**config.mk**
```make
export PLATFORM = sky130hd
export DESIGN_NAME = fir_mac_scheduler
export DESIGN_NICKNAME = d
export VERILOG_FILES = /design/src/rtl/fir_sched_pkg.sv /design/src/rtl/fir_coef_ram.sv /design/src/rtl/fir_mac_scheduler.sv
export SDC_FILE = /design/constraint.sdc
export NUM_CORES = 2
export LEC_CHECK = 0
export ABC_AREA = 1
export CAP_MARGIN = 20
export CORE_ASPECT_RATIO = 1.2
export CORE_MARGIN = 2
export CORE_UTILIZATION = 40
export DETAILED_ROUTE_END_ITERATION = 10
export PLACE_DENSITY = 0.63
export SLEW_MARGIN = 20
export SYNTH_ARGS = -nofsm -noshare
export SYNTH_HDL_FRONTEND = slang
export SYNTH_SLANG_ARGS = --single-unit
```
**constraint.sdc**
```tcl
create_clock -name clk -period 15.7 [get_ports clk]
set_clock_uncertainty 0.05 [all_clocks]
set_input_delay 3.14 -clock clk [delete_from_list [all_inputs] [get_ports clk]]
set_output_delay 3.14 -clock clk [all_outputs]
set_load 0.05 [all_outputs]
```
**src/rtl/fir_sched_pkg.sv**
```systemverilog
// Shared types, default sizing and the default high-pass coefficient table for the
// time-multiplexed FIR MAC scheduler. Optional build macro: SYMMETRIC_FOLD_EN.
package fir_sched_pkg;

  localparam int unsigned FIR_N           = 51;
  localparam int unsigned FIR_DATA_WIDTH  = 16;
  localparam int unsigned FIR_COEFF_WIDTH = 16;
  localparam int unsigned FIR_ACC_WIDTH   = 39;
  localparam int unsigned FIR_SHIFT       = 15;

  typedef enum logic [1:0] {
    IDLE = 2'd0,
    MAC  = 2'd1,
    OUT  = 2'd2
  } state_e;

  // Default HPF tap value, indexed by distance from the centre tap so the table stays
  // symmetric for any odd tap count. The 51-tap table sums to -2 with centre 29480.
  function automatic int hpf_default(input int unsigned idx, input int unsigned n);
    int unsigned c;
    int unsigned d;
    c = (n - 1) / 2;
    d = (idx > c) ? (idx - c) : (c - idx);
    case (d)
      0:       return 29480;
      1:       return -3300;
      2:       return -2975;
      3:       return -2560;
      4:       return -2150;
      5:       return -1700;
      6:       return -1250;
      7:       return -800;
      8:       return -420;
      9:       return -120;
      10:      return 0;
      11:      return 36;
      12:      return 72;
      13:      return 98;
      14:      return 108;
      15:      return 104;
      16:      return 90;
      17:      return 68;
      18:      return 44;
      19:      return 20;
      20:      return 0;
      21:      return -14;
      22:      return -28;
      23:      return -30;
      24:      return -22;
      25:      return -12;
      default: return 0;
    endcase
  endfunction

  // (a - b) mod n for a < n, b < n.
  function automatic int unsigned mod_sub(input int unsigned a, input int unsigned b,
                                          input int unsigned n);
    return (a >= b) ? (a - b) : (a + n - b);
  endfunction

endpackage

```
**src/rtl/fir_coef_ram.sv**
```systemverilog
// Runtime-writable coefficient register file. Reset loads the default HPF table.
// With SYMMETRIC_FOLD_EN defined, every accepted write also lands on the mirror tap.
module fir_coef_ram
  import fir_sched_pkg::*;
#(
  parameter int unsigned N           = FIR_N,
  parameter int unsigned COEFF_WIDTH = FIR_COEFF_WIDTH,
  localparam int unsigned AW         = $clog2(N)
) (
  input  logic                          i_clk,
  input  logic                          i_rst_n,
  input  logic                          i_we,
  input  logic [AW-1:0]                 i_addr,
  input  logic signed [COEFF_WIDTH-1:0] i_wdata,
  input  logic                          i_allow,
  input  logic [AW-1:0]                 i_raddr,
  output logic signed [COEFF_WIDTH-1:0] o_rdata,
  output logic                          o_err
);

  logic signed [COEFF_WIDTH-1:0] r_coef [N];
  logic                          r_err;
  logic                          w_in_range;
  logic                          w_accept;

  assign w_in_range = (i_addr < AW'(N));
  assign w_accept   = i_we && i_allow && w_in_range;

`ifdef SYMMETRIC_FOLD_EN
  logic [AW-1:0] w_mirror;
  assign w_mirror = AW'(N - 1) - i_addr;
`endif

  // Coefficient storage: default table on reset, guarded writes, one-cycle reject pulse.
  always_ff @(posedge i_clk or negedge i_rst_n) begin
    if (!i_rst_n) begin
      for (int i = 0; i < int'(N); i++) begin
        r_coef[i] <= COEFF_WIDTH'(hpf_default(i, N));
      end
      r_err <= 1'b0;
    end else begin
      r_err <= i_we && !w_accept;
      if (w_accept) begin
        r_coef[i_addr] <= i_wdata;
`ifdef SYMMETRIC_FOLD_EN
        r_coef[w_mirror] <= i_wdata;
`endif
      end
    end
  end

  assign o_rdata = r_coef[i_raddr];
  assign o_err   = r_err;

endmodule

```
**src/rtl/fir_mac_scheduler.sv**
```systemverilog
// Time-multiplexed FIR controller: one multiplier and one accumulator walk all taps
// over a circular sample history. Optional build macro: SYMMETRIC_FOLD_EN folds
// symmetric tap pairs through a pre-adder, halving the MAC phase.
module fir_mac_scheduler
  import fir_sched_pkg::*;
#(
  parameter int unsigned N           = FIR_N,
  parameter int unsigned DATA_WIDTH  = FIR_DATA_WIDTH,
  parameter int unsigned COEFF_WIDTH = FIR_COEFF_WIDTH,
  parameter int unsigned ACC_WIDTH   = FIR_ACC_WIDTH,
  parameter int unsigned SHIFT       = FIR_SHIFT
) (
  input  logic                          clk,
  input  logic                          rst,
  input  logic                          s_valid,
  output logic                          s_ready,
  input  logic signed [DATA_WIDTH-1:0]  s_data,
  output logic                          m_valid,
  input  logic                          m_ready,
  output logic signed [ACC_WIDTH-1:0]   m_data,
  input  logic                          coef_we,
  input  logic [$clog2(N)-1:0]          coef_addr,
  input  logic signed [COEFF_WIDTH-1:0] coef_wdata,
  output logic                          coef_err,
  output logic                          busy
);

  localparam int unsigned AW  = $clog2(N);
  localparam int unsigned CTR = (N - 1) / 2;
`ifdef SYMMETRIC_FOLD_EN
  localparam int unsigned SW     = DATA_WIDTH + 1;
  localparam int unsigned LAST_K = CTR;
`else
  localparam int unsigned SW     = DATA_WIDTH;
  localparam int unsigned LAST_K = N - 1;
`endif
  localparam int unsigned PW = SW + COEFF_WIDTH;

  state_e                        r_state;
  logic                          r_s_ready;
  logic                          r_m_valid;
  logic                          r_busy;
  logic signed [ACC_WIDTH-1:0]   r_m_data;
  logic signed [ACC_WIDTH-1:0]   r_acc;
  logic [AW-1:0]                 r_wr_ptr;
  logic [AW-1:0]                 r_k;
  logic signed [DATA_WIDTH-1:0]  r_hist [N];

  logic                          w_s_hs;
  logic                          w_coef_allow;
  logic                          w_last;
  logic [AW-1:0]                 w_idx_a;
  logic signed [DATA_WIDTH-1:0]  w_hist_a;
  logic signed [SW-1:0]          w_samp;
  logic signed [COEFF_WIDTH-1:0] w_coef;
  logic signed [PW-1:0]          w_coef_x;
  logic signed [PW-1:0]          w_samp_x;
  logic signed [PW-1:0]          w_prod;
  logic signed [ACC_WIDTH-1:0]   w_acc_nxt;
  logic signed [ACC_WIDTH-1:0]   w_out_val;

  assign w_s_hs       = s_valid && r_s_ready;
  // A coefficient write must not race a sample that is about to start a MAC pass.
  assign w_coef_allow = (r_state == IDLE) && !w_s_hs;
  assign w_last       = (r_k == AW'(LAST_K));

  // Newest sample sits at wr_ptr; tap k looks k samples back, wrapping below zero.
  assign w_idx_a  = AW'(mod_sub(32'(r_wr_ptr), 32'(r_k), N));
  assign w_hist_a = r_hist[w_idx_a];

`ifdef SYMMETRIC_FOLD_EN
  logic [AW-1:0]                w_idx_b;
  logic signed [DATA_WIDTH-1:0] w_hist_b;
  assign w_idx_b  = AW'(mod_sub(32'(r_wr_ptr), (N - 1) - 32'(r_k), N));
  assign w_hist_b = r_hist[w_idx_b];
  // Centre tap has no partner; all other passes pre-add the mirrored pair.
  assign w_samp   = (r_k == AW'(CTR)) ? SW'(w_hist_a) : SW'(w_hist_a) + SW'(w_hist_b);
`else
  assign w_samp   = w_hist_a;
`endif

  assign w_coef_x  = PW'(w_coef);
  assign w_samp_x  = PW'(w_samp);
  assign w_prod    = w_coef_x * w_samp_x;
  assign w_acc_nxt = r_acc + ACC_WIDTH'(w_prod);
  assign w_out_val = w_acc_nxt >>> SHIFT;

  fir_coef_ram #(
    .N           (N),
    .COEFF_WIDTH (COEFF_WIDTH)
  ) u_coef_ram (
    .i_clk   (clk),
    .i_rst_n (rst),
    .i_we    (coef_we),
    .i_addr  (coef_addr),
    .i_wdata (coef_wdata),
    .i_allow (w_coef_allow),
    .i_raddr (r_k),
    .o_rdata (w_coef),
    .o_err   (coef_err)
  );

  // Scheduler FSM: accept sample, run one tap per cycle, hold result until taken.
  always_ff @(posedge clk or negedge rst) begin
    if (!rst) begin
      r_state   <= IDLE;
      r_s_ready <= 1'b0;
      r_m_valid <= 1'b0;
      r_busy    <= 1'b0;
      r_m_data  <= '0;
      r_acc     <= '0;
      r_wr_ptr  <= '0;
      r_k       <= '0;
      for (int i = 0; i < int'(N); i++) begin
        r_hist[i] <= '0;
      end
    end else begin
      case (r_state)
        IDLE: begin
          r_s_ready <= 1'b1;
          if (w_s_hs) begin
            r_hist[r_wr_ptr] <= s_data;
            r_acc            <= '0;
            r_k              <= '0;
            r_s_ready        <= 1'b0;
            r_busy           <= 1'b1;
            r_state          <= MAC;
          end
        end
        MAC: begin
          r_acc <= w_acc_nxt;
          if (w_last) begin
            r_m_data  <= w_out_val;
            r_m_valid <= 1'b1;
            r_k       <= '0;
            r_wr_ptr  <= (r_wr_ptr == AW'(N - 1)) ? '0 : r_wr_ptr + AW'(1);
            r_state   <= OUT;
          end else begin
            r_k <= r_k + AW'(1);
          end
        end
        OUT: begin
          if (m_ready) begin
            r_m_valid <= 1'b0;
            r_busy    <= 1'b0;
            r_s_ready <= 1'b1;
            r_state   <= IDLE;
          end
        end
        default: begin
          r_state   <= IDLE;
          r_s_ready <= 1'b0;
          r_m_valid <= 1'b0;
          r_busy    <= 1'b0;
        end
      endcase
    end
  end

  assign s_ready = r_s_ready;
  assign m_valid = r_m_valid;
  assign m_data  = r_m_data;
  assign busy    = r_busy;

endmodule

```
======== Word level (Yosys, flattened, before mapping) ========
Cells that the tools add are included.
operators by class
  multiplexer cells ....................... 31
  div/mod/pow operators ................... 0
  add/subtract/negate cells ............... 6
  magnitude comparators ................... 8
  shift-type cells ........................ 0
  bitwise operators ....................... 6
  reductions and logical operators ........ 18
  multipliers ............................. 1
  equality and inequality tests ........... 7
operators by type and width
  cell                 number
  $bwmux 816           2
  $bmux 16 s6          2
  $demux 16 s6         2
  $mux 16              6
  $pmux 39 s2          1
  $add 39x32->39       1
  $mux 39              1
  $mul 16x16->32       1
  $ge 7x7->1 const B   4
  $not 6->7            4
  $mux 6               4
  $lt 7x1->1 const B   2
  $add 6x1->6 const B  2
  $eq 6x6->1 const B   2
  $pmux 6 s2           1
  $sub 6x6->6          2
  $pmux 1 s3           3
  $reduce_and 3->1     3
  $reduce_and 2->1     4
  $logic_and 1x1->1    7
  $add 6x6->6 const B  1
  $ge 6x6->1           1
  $lt 6x6->1 const B   1
  $mux 2               3
  9 further kinds      17
word-level totals
  memory bits (writable) .................. 0
  output and inout bits ................... 43
  memory bits (read-only) ................. 0
  latch bits .............................. 0
  input port bits ......................... 43
  memories kept ........................... 0
  flip-flop bits (word level) ............. 1,713
  word-level logic and storage cells ...... 188

======== Logic depth before layout (Yosys ltp) ========
  depth in word-level cells ............... 10
  depth in mapped cells ................... 52
  gate-level depth less buffers ........... 48

======== Hierarchy ========
From an unflattened synthesis, not the netlist that was laid out.
second synthesis, totals
  cells, all modules ...................... 11,367
  area, all modules ....................... 91,644.1 µm²
by module, submodules not included
  module             times used  cells each  seq. area each (µm²)  area each (µm²)
  fir_mac_scheduler  1           6,352       22,421.5              52,974.6
  fir_coef_ram       1           5,015       20,886.3              38,669.6

======== Worst setup path before layout ========
No wires, ideal clock.
  path type ............................... register to register
  start point ............................. reg r_k[1]
  end point ............................... reg r_m_data[22] (netlist: m_data[22])
  stages on the path, launching flop included .. 44
  library setup time ...................... 0.118 ns
  path slack .............................. 6.721 ns
  arrival ................................. 8.811 ns
  period minus slack after synthesis ...... 8.979 ns
  path buffers ............................ 5
  required time ........................... 15.532 ns
  cell sequence ........................... dfrtp_1 > buf_2 > inv_1 > buf_2 > buf_2 > buf_2 > ha_1 > ha_1 > fa_1 > a21boi_0 > nor2_1 > nor2_1 > xor2_1 > nand2_1 > o21ai_1 > clkbuf_1 > a21oi_1 > nand2_2 > (+8 left out) > inv_1 > fa_1 > fa_1 > inv_1 > fa_1 > inv_1 > ha_1 > a21oi_1 > o21ai_0 > a21oi_1 > o211ai_1 > nand2_1 > nand2_1 > a21boi_0 > o21ai_0 > or2_2 > nand3_1 > nand2_1
between the ends
  longest elaborated chain between the ends .. 8
  elaborated cells between the ends (all ways) .. 16
  classes of those cells .................. add/sub: 3; mul: 1; order compare: 1; eq/ne: 1; mux: 7; bitwise: 2; reduce/logical: 1
RTL lines
  element                                     line                      RTL
  start: declaration                          fir_mac_scheduler.sv:46   logic [AW-1:0] r_k;
  start signal: assignment                    fir_mac_scheduler.sv:139  r_k <= r_k + AW'(1);
  $sub 6x6->6 or $ge 6x6->1 (tied branches)   fir_sched_pkg.sv:58       return (a >= b) ? (a - b) : (a + n - b);
  $mux 6                                      fir_sched_pkg.sv:58
  $not 6->7 (implied by the code)             fir_mac_scheduler.sv:69   assign w_hist_a = r_hist[w_idx_a];
  $bmux 16 s6                                 fir_mac_scheduler.sv:69
  $mux 16 (implied by the code) (2 in a row)  fir_mac_scheduler.sv:69
  $mul 16x16->32                              fir_mac_scheduler.sv:84   assign w_prod = w_coef_x * w_samp_x;
  $add 39x32->39                              fir_mac_scheduler.sv:85   assign w_acc_nxt = r_acc + ACC_WIDTH'(w_prod);
  end signal: assignment                      fir_mac_scheduler.sv:133  r_m_data <= w_out_val;
  end: declaration                            fir_mac_scheduler.sv:43   logic signed [ACC_WIDTH-1:0] r_m_data;
Parallel ways exist; a longest one is shown, timed or not. The select of a mux whose other input is x is not followed.
A chain may end at the register's enable or synchronous reset.

======== Worst setup path in the final report ========
Same ends and word-level chain as after synthesis.

==> results.sh <==
export IMPL_status="completed"
export IMPL_hold_path_depth=2
export IMPL_synth_async_reset_ratio_pct=100
export IMPL_maxSlewViolCount=0
export IMPL_nNetsFinal=10400
export IMPL_arrival_ns=12.00
export IMPL_grt_pass1_vias=72200
export IMPL_hold_buffers=0
export IMPL_worst_slew_pin_slew_ns=1.30
export IMPL_first_iter_violations=8303
export IMPL_place_congestion=0.923
export IMPL_fin_crit_sh_pct=72.1
export IMPL_grt_antenna_before_repair=4
export IMPL_synth_seq_area_share_pct=48.7
export IMPL_synth_edf_count=0
export IMPL_crit_slowest_cell="fa_1"
export IMPL_synth_area_top_cells="dfrtp_1, nand2_1, dfstp_2"
export IMPL_dr_pass1_iters=8
export IMPL_synth_ff_latch_count=1713
export IMPL_setup_viol=0
export IMPL_grtUsageTotal_pct=25.7
export IMPL_critical_path_class="reg2reg"
export IMPL_end_kind="register"
export IMPL_die_w_um=434
export IMPL_area_growth_pct=9.97
export IMPL_max_stage_delay_ns=0.93
export IMPL_drive_gt1_share_pct=9.95
export IMPL_rsz0062_at_grt="no"
export IMPL_rows=189
export IMPL_die_y_um=520
export IMPL_ys_types=67
export IMPL_clkTransAtPathRegs_ns=0.06
export IMPL_finalWirelength_mm=290
export IMPL_cp_data_required_time_ns=16.39
export IMPL_io_pins=86
export IMPL_antenna_left=0
export IMPL_fillers=21600
export IMPL_cts_max_level=4
export IMPL_fmax_mhz=88.4
export IMPL_netlist_area_um2=88900
export IMPL_syn_area_per_cell_um2=8.61
export IMPL_cts_resized=0
export IMPL_clock_path_buffers=3
export IMPL_drv_cap=0
export IMPL_synthCells=10300
export IMPL_ys_flop_type="dfrtp_1"
export IMPL_grt_max_degree=191
export IMPL_yosys_area_top_type="dfrtp_1"
export IMPL_hpwlAfterDp_mm=181
export IMPL_drcViolationCount=0
export IMPL_timing_setup_tns_ns=0
export IMPL_cts_root_buffer="clkbuf_16"
export IMPL_hold_class="reg2reg"
export IMPL_synth_nets=10800
export IMPL_cts_sinks=1713
export IMPL_wire_per_inst_um=22.2
export IMPL_worst_setup_path_start_kind="register"
export IMPL_grt_pass1_wl_mm=448
export IMPL_coreArea_um2=221000
export IMPL_cts_tree="yes"
export IMPL_crit_path_max_fanout=48
export IMPL_cp_common_cell="fa_1"
export IMPL_final_hold_viol_count=0
export IMPL_ys_warn_count=0
export IMPL_post_cts_buffers=0
export IMPL_fin_crit_ns=11.32
export IMPL_via_per_inst=5.60
export IMPL_insertion_delay_ns=0.88
export IMPL_port_buffer_count=85
export IMPL_gr_total_overflow=0
export IMPL_die_area_um2=226000
export IMPL_rr_worst_depth=35
export IMPL_synth_top_area_share_pct=38.3
export IMPL_num_vias=73000
export IMPL_max_slew_margin_pct=13.3
export IMPL_initial_core_util_pct=40.2
export IMPL_cts_buffers=186
## routing by layer
| metal | track usage, % | vias up | wire length [µm] |
|---|---|---|---|
| met3 | 3.91 | 619 | 19700 |
| met4 | 13.3 | 0 | 16300 |
| met1 | 33.2 | 36300 | 117000 |
| met5 | 0 | - | 0 |
| li1 | - | 33200 | - |
| met2 | 41.5 | 2962 | 137000 |
## cells in the mapped netlist, types with 5 or more instances
master and n:
nand2_1 3075, o21ai_0 1838, dfrtp_1 1360, nand3_1 726
inv_1 515, clkbuf_1 479, dfstp_2 353, fa_1 331
nor2_1 292, a21oi_1 232, buf_2 214, o221ai_1 142
ha_1 128, buf_4 84, o211ai_1 64, nand3b_1 46
o22ai_1 44, and3_1 42, a31o_2 41, buf_1 28
nor3_1 21, xor2_1 21, nand2_2 18, or2_2 18
a211oi_1 16, buf_6 16, nand4_1 16, xnor2_1 13
a32o_1 12, clkinv_1 10, nand3_2 9, a22oi_1 8
a31oi_1 8, inv_2 8, nor2_2 7, a22o_1 6
nand2_4 6, o2111ai_1 6, o311ai_0 5
## final timing paths
kind	startpoint	end	slack, ns
max reg2reg	r_k[1]	m_data[22]	4.38
min reg2reg	r_hist[191]	r_hist[191]	0.43
min	r_hist[191]	r_hist[191]	0.43
max in group asynchronous	rst	r_k[0]	10.19
max	r_k[1]	m_data[22]	4.38
min in group asynchronous	rst	r_hist[589]	2.13
## worst max-delay path, delay by kind of cell (launching register included)
family,cells,cell delay (ns)
flip-flops,1,0.48
AO/OA/AOI/OAI,8,2.03
buffers and inverters,7,1.74
adder cells (fa/ha/maj),10,4.98
AND/OR/NAND/NOR,10,1.72
## through the flow
stage               cell area (µm²)  hold slack, ns  util (%)  std cells  setup WS, ns
CTS                           97400           0.430      44.1      13000          4.50
finish                        97800           0.426      44.3      13000          4.38
detailed placement            91100           0.415      41.2      12700          4.55
global route                  97800           0.445      44.3      13000          3.81
global placement              90900           0.407      41.1      12700          4.67
floorplan                     88900           0.394         -      10300          6.72
## placed cells by master, fill, tap and decap left out, drive strengths merged, types with 11 or more instances in the layout
master	count
nor3	21
a31o	44
clkinv	45
a32o	12
nand3	736
nand4	16
nor2	300
buf	151
dfstp	353
o221ai	142
xnor2	13
ha	128
o21ai	1844
nand3b	46
xor2	21
fa	331
clkbuf	291
inv	527
o211ai	64
clkdlybuf4s50	84
a211oi	16
a31oi	11
bufinv	11
and3	42
or2	22
nand2	3099
a21oi	233
o22ai	44
dfrtp	1360
## state kept, by name (all words and copies together) (netlist names)
register,flops
m_valid,1
m_data,24
r_hist,816
r_state,2
r_acc,39
r_wr_ptr,6
r_k,6
s_ready,1
busy,1
u_coef_ram.o_err,1
u_coef_ram.r_coef,816
## logic make-up after synthesis
group,count (synthesis),share of synthesized area (%)
adders and majority gates,459,9.26
and+or+nand+nor,4287,19.8
xor gates and xnor gates,34,0.335
AOI/OAI and AO/OA,2472,15.4
DFF,1713,48.7
buffers and inverters,1355,6.53
## final cells by class
| cell class | instances | area (µm²) | share of cell area [%] |
|---|---|---|---|
| clock buffer | 291 | 5510 | 5.64 |
| tap | 2960 | 3700 | 3.79 |
| multi-input combinational | 7252 | 40100 | 41.0 |
| inverter | 533 | 2010 | 2.06 |
| timing repair buffer | 235 | 2350 | 2.41 |
| sequential | 1713 | 43300 | 44.3 |
| clock inverter | 53 | 785 | 0.803 |
| antenna | 2 | 5.00 | 0.00512 |
Power is left out: the tool's default activity adds up to more than one toggle a clock period on the data nets, which glitch-free logic cannot reach.
